<file path="src/rtl/if_stage.sv">
// Instruction-fetch stage of the 5-stage RISC-V core.
// Owns the program counter and drives the word address to a zero-latency
// instruction memory. Captures the returned word into the IF/ID register.
// Applies hazard stalls, EX flushes and redirects. Stops fetching permanently
// (until reset) when a redirect target is not word aligned.
//
// Control semantics (one place, so checkers can bind against it):
//   - Pipeline control is level-based and sampled on every rising clk_i edge.
//   - In RUN, exactly one action is taken per edge, in this priority order:
//       redirect_i > flush_i > stall_i > advance.
//   - redirect_i (aligned target): load the target into the PC and insert a
//     bubble. The redirect wins over any stall in the same cycle, because the
//     instruction being fetched is wrong-path anyway.
//   - redirect_i (misaligned target): keep the PC, insert a bubble, pulse
//     misalign_o for one cycle, latch the target and enter HALT.
//   - flush_i: insert a bubble. The PC still advances unless stall_i is also
//     high, in which case the PC holds.
//   - stall_i alone: the PC and the entire IF/ID register hold.
//   - advance: the PC steps by 4 and IF/ID captures {pc, pc+4, im_data_i}.
//   - A bubble clears valid_o and drives NOP_INSTR. pc_o and pc_plus4_o hold.
//   - In HALT, every input is ignored and IF/ID is a bubble on every edge.
//   - halted_o exposes the fetch FSM state directly.

module if_stage #(
  parameter logic [31:0] RESET_PC  = 32'h0000_0000,
  parameter logic [31:0] NOP_INSTR = 32'h0000_0013
) (
  input  logic        clk_i,
  input  logic        rst_i,
  input  logic        stall_i,
  input  logic        flush_i,
  input  logic        redirect_i,
  input  logic [31:0] redirect_pc_i,
  output logic [31:0] im_addr_o,
  input  logic [31:0] im_data_i,
  output logic [31:0] pc_o,
  output logic [31:0] pc_plus4_o,
  output logic [31:0] instr_o,
  output logic        valid_o,
  output logic        misalign_o,
  output logic [31:0] misalign_addr_o,
  output logic        halted_o,
  output logic [31:0] fetch_cnt_o
);

  // Fetch FSM encoding
  localparam logic [0:0] ST_RUN  = 1'b0;
  localparam logic [0:0] ST_HALT = 1'b1;

  // Architectural state
  logic [0:0]  state_q;
  logic [0:0]  state_d;
  logic [31:0] pc_q;
  logic [31:0] pc_d;

  // IF/ID pipeline register
  logic [31:0] ifid_pc_q;
  logic [31:0] ifid_pc4_q;
  logic [31:0] ifid_instr_q;
  logic        ifid_valid_q;

  // Misalignment reporting and fetch statistics
  logic        misalign_q;
  logic [31:0] misalign_addr_q;
  logic [31:0] fetch_cnt_q;

  // Decoded per-edge actions (mutually exclusive)
  logic        in_run;
  logic        target_misaligned;
  logic        act_redirect;
  logic        act_halt;
  logic        act_flush;
  logic        act_stall;
  logic        act_advance;
  logic        insert_bubble;
  logic [31:0] pc_inc;

  assign pc_inc            = pc_q + 32'd4;
  assign in_run            = (state_q == ST_RUN);
  assign target_misaligned = (redirect_pc_i[1:0] != 2'b00);

  // Decode the single action taken this edge using the fixed priority order
  always_comb begin
    act_redirect  = 1'b0;
    act_halt      = 1'b0;
    act_flush     = 1'b0;
    act_stall     = 1'b0;
    act_advance   = 1'b0;
    if (in_run) begin
      if (redirect_i) begin
        if (target_misaligned) begin
          act_halt = 1'b1;
        end else begin
          act_redirect = 1'b1;
        end
      end else if (flush_i) begin
        act_flush = 1'b1;
      end else if (stall_i) begin
        act_stall = 1'b1;
      end else begin
        act_advance = 1'b1;
      end
    end
  end

  // In HALT the IF/ID register is forced to a bubble every cycle
  assign insert_bubble = !in_run || act_redirect || act_halt || act_flush;

  // Next PC: redirect loads the target, flush advances unless stalled too
  always_comb begin
    pc_d = pc_q;
    if (act_redirect) begin
      pc_d = redirect_pc_i;
    end else if (act_flush) begin
      pc_d = stall_i ? pc_q : pc_inc;
    end else if (act_advance) begin
      pc_d = pc_inc;
    end
  end

  // Next FSM state: only a misaligned redirect leaves RUN; HALT is sticky
  always_comb begin
    state_d = state_q;
    if (act_halt) begin
      state_d = ST_HALT;
    end
  end

  // FSM state register
  always_ff @(posedge clk_i or posedge rst_i) begin
    if (rst_i) begin
      state_q <= ST_RUN;
    end else begin
      state_q <= state_d;
    end
  end

  // Program counter register
  always_ff @(posedge clk_i or posedge rst_i) begin
    if (rst_i) begin
      pc_q <= RESET_PC;
    end else begin
      pc_q <= pc_d;
    end
  end

  // IF/ID register: bubble, capture on advance, otherwise hold (stall)
  always_ff @(posedge clk_i or posedge rst_i) begin
    if (rst_i) begin
      ifid_pc_q    <= 32'h0000_0000;
      ifid_pc4_q   <= 32'h0000_0000;
      ifid_instr_q <= NOP_INSTR;
      ifid_valid_q <= 1'b0;
    end else if (insert_bubble) begin
      ifid_instr_q <= NOP_INSTR;
      ifid_valid_q <= 1'b0;
    end else if (act_advance) begin
      ifid_pc_q    <= pc_q;
      ifid_pc4_q   <= pc_inc;
      ifid_instr_q <= im_data_i;
      ifid_valid_q <= 1'b1;
    end
  end

  // Misalign pulse lasts one cycle; the offending target is held until replaced
  always_ff @(posedge clk_i or posedge rst_i) begin
    if (rst_i) begin
      misalign_q      <= 1'b0;
      misalign_addr_q <= 32'h0000_0000;
    end else begin
      misalign_q <= act_halt;
      if (act_halt) begin
        misalign_addr_q <= redirect_pc_i;
      end
    end
  end

  // Count real captures into IF/ID; wraps modulo 2^32
  always_ff @(posedge clk_i or posedge rst_i) begin
    if (rst_i) begin
      fetch_cnt_q <= 32'h0000_0000;
    end else if (act_advance) begin
      fetch_cnt_q <= fetch_cnt_q + 32'd1;
    end
  end

  // The instruction memory is word indexed
  assign im_addr_o       = {2'b00, pc_q[31:2]};
  assign pc_o            = ifid_pc_q;
  assign pc_plus4_o      = ifid_pc4_q;
  assign instr_o         = ifid_instr_q;
  assign valid_o         = ifid_valid_q;
  assign misalign_o      = misalign_q;
  assign misalign_addr_o = misalign_addr_q;
  assign halted_o        = (state_q == ST_HALT);
  assign fetch_cnt_o     = fetch_cnt_q;

endmodule

</file>
<file path="config.mk">
export PLATFORM = sky130hd
export DESIGN_NAME = if_stage
export DESIGN_NICKNAME = d
export VERILOG_FILES = /design/src/rtl/if_stage.sv
export SDC_FILE = /design/constraint.sdc
export NUM_CORES = 1
export LEC_CHECK = 0
export ABC_AREA = 1
export CAP_MARGIN = 0
export CORE_MARGIN = 4
export CORE_UTILIZATION = 52
export DETAILED_ROUTE_END_ITERATION = 7
export PLACE_DENSITY_LB_ADDON = 0.15
export SKIP_LAST_GASP = 1
export SLEW_MARGIN = 20
export SYNTH_ARGS = -nofsm -noshare
export SYNTH_HDL_FRONTEND = slang
export SYNTH_SLANG_ARGS = --single-unit
</file>
<file path="constraint.sdc">
create_clock -name clk_i -period 20 [get_ports clk_i]
set_input_delay 4 -clock clk_i [delete_from_list [all_inputs] [get_ports clk_i]]
set_output_delay 4 -clock clk_i [all_outputs]
set_load 0.05 [all_outputs]
</file>
==> summary.md <==
| Metric | Value |
|---|---|
| Hold crit path type | reg -> reg |
| Top-count cell post-synth | nand2_1 |
| Logic gate share of total power | 0.093 |
| Startpoint types | primary input |
| Crit-path max FO | 68 |
| Fmax | 166 MHz |
| Fin worst setup slack | 13.98 ns |
| Largest net degree at the start of global routing | 120 |
| Vias in the first global route | 8,058 |
| Syn Area/Cell | 8.18 sq um |
| Max Slew Vio Count | 0 |
| CP max stage cell | clkinv_2 |
| Pleak | 6.02 nW |
| Core box area | 0.0172 sq mm |
| GPL Wtd Cong | 0.936 |
| Post-DP HPWL | 18,500 um |
| Resized Gates After CTS | 0 |
| GRT Overall Usage | 0.263 |
| Worst EP arrival | 6.34 ns |
| CTS Hold Buffers Added | 0 |
| Reg area | 0.00483 sq mm |
| Post-DP Area | 0.0119 sq mm |
| Main flop type after synthesis | dfrtp_1 |
| Status | finished, final reports clean |
| Async SR Flop Fraction | 1.00 |
| Synth top area share | 0.522 |
| GR Overflow Total | 0 |
| Global-route wire length before repair | 41,600 um |
| Biggest cell delay along the critical path | 0.84 ns |
| IO Port Bufs | 261 |
| Flop and latch count out of synthesis | 193 |
| Reg2reg start | halted_o$_DFFE_PP0P_ |
| Register area share after synthesis | 0.531 |
| Num rows | 48 |
| MaxCap Viol Count | 0 |
| Nets | 1,430 |
| Worst-Margin Slew | 0.946 ns |
| Top cells by count, synth | nand2_1, dfrtp_1, inv_1 |
| R2R depth | 10 |
| Final setup TNS | 0 ns |
| Synth Cell Area | 0.00910 sq mm |
| Number of synthesized flops with an enable pin | 0 |
| Design area | 0.0124 sq mm |
| Synth warn | 0 |
| Die Area | 0.0197 sq mm |
| Period utilisation layout | 0.301 |
| Synth top area cells | dfrtp_1, nand2_1, inv_1 |
| Final Hold Vio Count | 0 |
| # setup viols final | 0 |
| Setup Buffers After CTS | 0 |
| Boundary Pins | 264 |
| Fillers | 1,361 |
| Crit. Startpoint | flush_i |
| CTS tree | done |
| CP endpoint | instr_o[2]$_DFFE_PP0P_ |
| Seq pwr share | 0.496 |
| Initial core utilization | 0.528 |
| NetSw | 0.000217 W |
| Root Driver | clkbuf_16 |
| Leading area contributor after synthesis | dfrtp_1 |
| # clock sinks | 193 |
| Aggregate routed wire length | 25,500 um |
| Max Clock Skew | 0.00913 ns |
| Detailed Route Iter0 Violations | 761 |
| Hold Slack | 0.481 ns |
| Pre-CTS setup slack | 13.56 ns |
| Clock network fraction of total power | 0.411 |
| Setup CP Type | in -> reg |
| Unrepaired setup endpoints after global routing | false |
| Worst reg2reg setup slack | 17.60 ns |
| P_int | 0.000594 W |
| R2r endpoint | pc_q[17]$_DFFE_PP0P_ |
| Htree depth | 4 |
| Area taken by multi-input logic gates | 0.00361 sq mm |
| P per Cell Area | 65.2 mW/mm^2 |
| Horiz. Die Dim | 140 um |
| WP data required | 20.32 ns |
| Area growth, synth to finish | 36.6% |
| CP endpoint kind | register |
| Worst slew margin | 0.370 |
| TritonRoute pass-1 iters | 5 |
| Clock buffer depth | 2 |
| DRT antenna net count | 0 |
| Vias per cell | 5.13 |
| Total number of vias | 8,185 |
| Residual DRC | 0 |
| Die height | 140 um |
| Share of layout cells above drive strength 1 | 0.0532 |
| Synth unique cells | 34 |
| Peak VDD IR | 0.0616 mV |
| Cts bufs inserted | 17 |
| Post-Syn Instances | 1,113 |
| Routed WL per cell | 15.9 um |
| Worst path cell trace | clkdlybuf4s50_1 -> inv_1 -> nand3_4 -> clkinv_2 -> a22o_1 |
| Worst-path clk slew | 0.08 ns |
| Antenna diode count | 0 |
| Initial antenna violation count | 0 |
| Tmin final | 6.02 ns |
| Switching part of the total | 0.267 |
| Clock insertion delay at the later pin of the skew report | 0.43 ns |
placed cells by master, fill, tap and decap left out, drive strengths merged:
cell,netlist,final
a22o,30,30
buf,25,4
clkbuf,14,19
clkdlybuf4s50,0,261
clkinv,0,6
clkinvlp,0,3
conb,1,2
dfrtp,190,190
dfstp,3,3
ha,2,2
inv,128,132
nand2,443,443
nand3,36,36
nand3b,1,1
nand4,8,8
nor2,100,100
nor3,5,5
o211ai,1,1
o21a,1,1
o21ai,66,66
o21bai,4,4
o221ai,3,3
o22a,3,3
o22ai,20,20
xnor2,4,4
xor2,25,25
final cells by class:
| type | count | share of cell area |
|---|---|---|
| clock inverter | 13 | 0.00986 |
| inverter | 128 | 0.0393 |
| multi-input combinational | 754 | 0.290 |
| tap | 225 | 0.0226 |
| clock buffer | 19 | 0.0364 |
| timing repair buffer | 265 | 0.213 |
| sequential | 193 | 0.388 |
power by group through the flow:
stage	Clock (W)	Sequential (W)	Combinational (W)
final	0.000333	0.000403	0.0000756
after CTS	0.000338	0.000402	0.0000766
after global routing	0.000354	0.000403	0.0000813
after global placement	0	0.000410	0.0000754
after detailed placement	0	0.000410	0.0000761
after floorplan	0	0.000430	0.0000217
critical path, delay by kind of cell:
kind	cells	cell delay [ns]
buffers and inverters	3	1.47
AOI/OAI and AO/OA	1	0.47
and+or+nand+nor	1	0.36
stage by stage:
stage / std cells / power [W] / util
after global placement: 1564 / 0.000485 / 0.688
after detailed placement: 1565 / 0.000486 / 0.688
after global routing: 1597 / 0.000838 / 0.722
after CTS: 1597 / 0.000817 / 0.722
final: 1597 / 0.000811 / 0.722
after floorplan: 1114 / 0.000451 / -
sequential cells by signal, summed over array words and instances, names as in the netlist:
signal and flops:
pc_q 32, halted_o 1, pc_plus4_o 30, fetch_cnt_o 32, misalign_o 1, valid_o 1, pc_o 32, instr_o 32
misalign_addr_o 32
layer usage:
layer,part of all wire,wire length [um],GRT usage,vias up
met5,0,0,0,-
li1,-,-,-,3958
met3,0.083,2120,0.0642,44
met4,0.027,691,0.0928,0
met1,0.42,10700,0.351,3853
met2,0.47,12000,0.420,330
cells by family (layout without fill, tap and decap cells):
group / after synthesis / count (layout) / synth area share
AOI/OAI and AO/OA: 128 / 128 / 0.0896
and+or+nand+nor: 593 / 593 / 0.273
DFF: 193 / 193 / 0.531
buffers and inverters: 167 / 425 / 0.0735
adders and majority gates: 2 / 2 / 0.00275
xor gates and xnor gates: 29 / 29 / 0.0304
other: 1 / 2 / 0.000412
worst min path at each step:
stage	startpoint	to	slack, ns	cells past startpoint
after floorplan	pc_q[0]$_DFFE_PP0P_	pc_q[0]$_DFFE_PP0P_	0.46	2
after global placement	valid_o$_DFFE_PP0P_	valid_o$_DFFE_PP0P_	0.46	2
after detailed placement	pc_plus4_o[17]$_DFFE_PP0P_	pc_plus4_o[17]$_DFFE_PP0P_	0.46	2
after CTS	pc_plus4_o[17]$_DFFE_PP0P_	pc_plus4_o[17]$_DFFE_PP0P_	0.48	2
after global routing	pc_plus4_o[17]$_DFFE_PP0P_	pc_plus4_o[17]$_DFFE_PP0P_	0.50	2
final	pc_plus4_o[17]$_DFFE_PP0P_	pc_plus4_o[17]$_DFFE_PP0P_	0.48	2
Note: power is estimated with default switching activity, not from simulation.
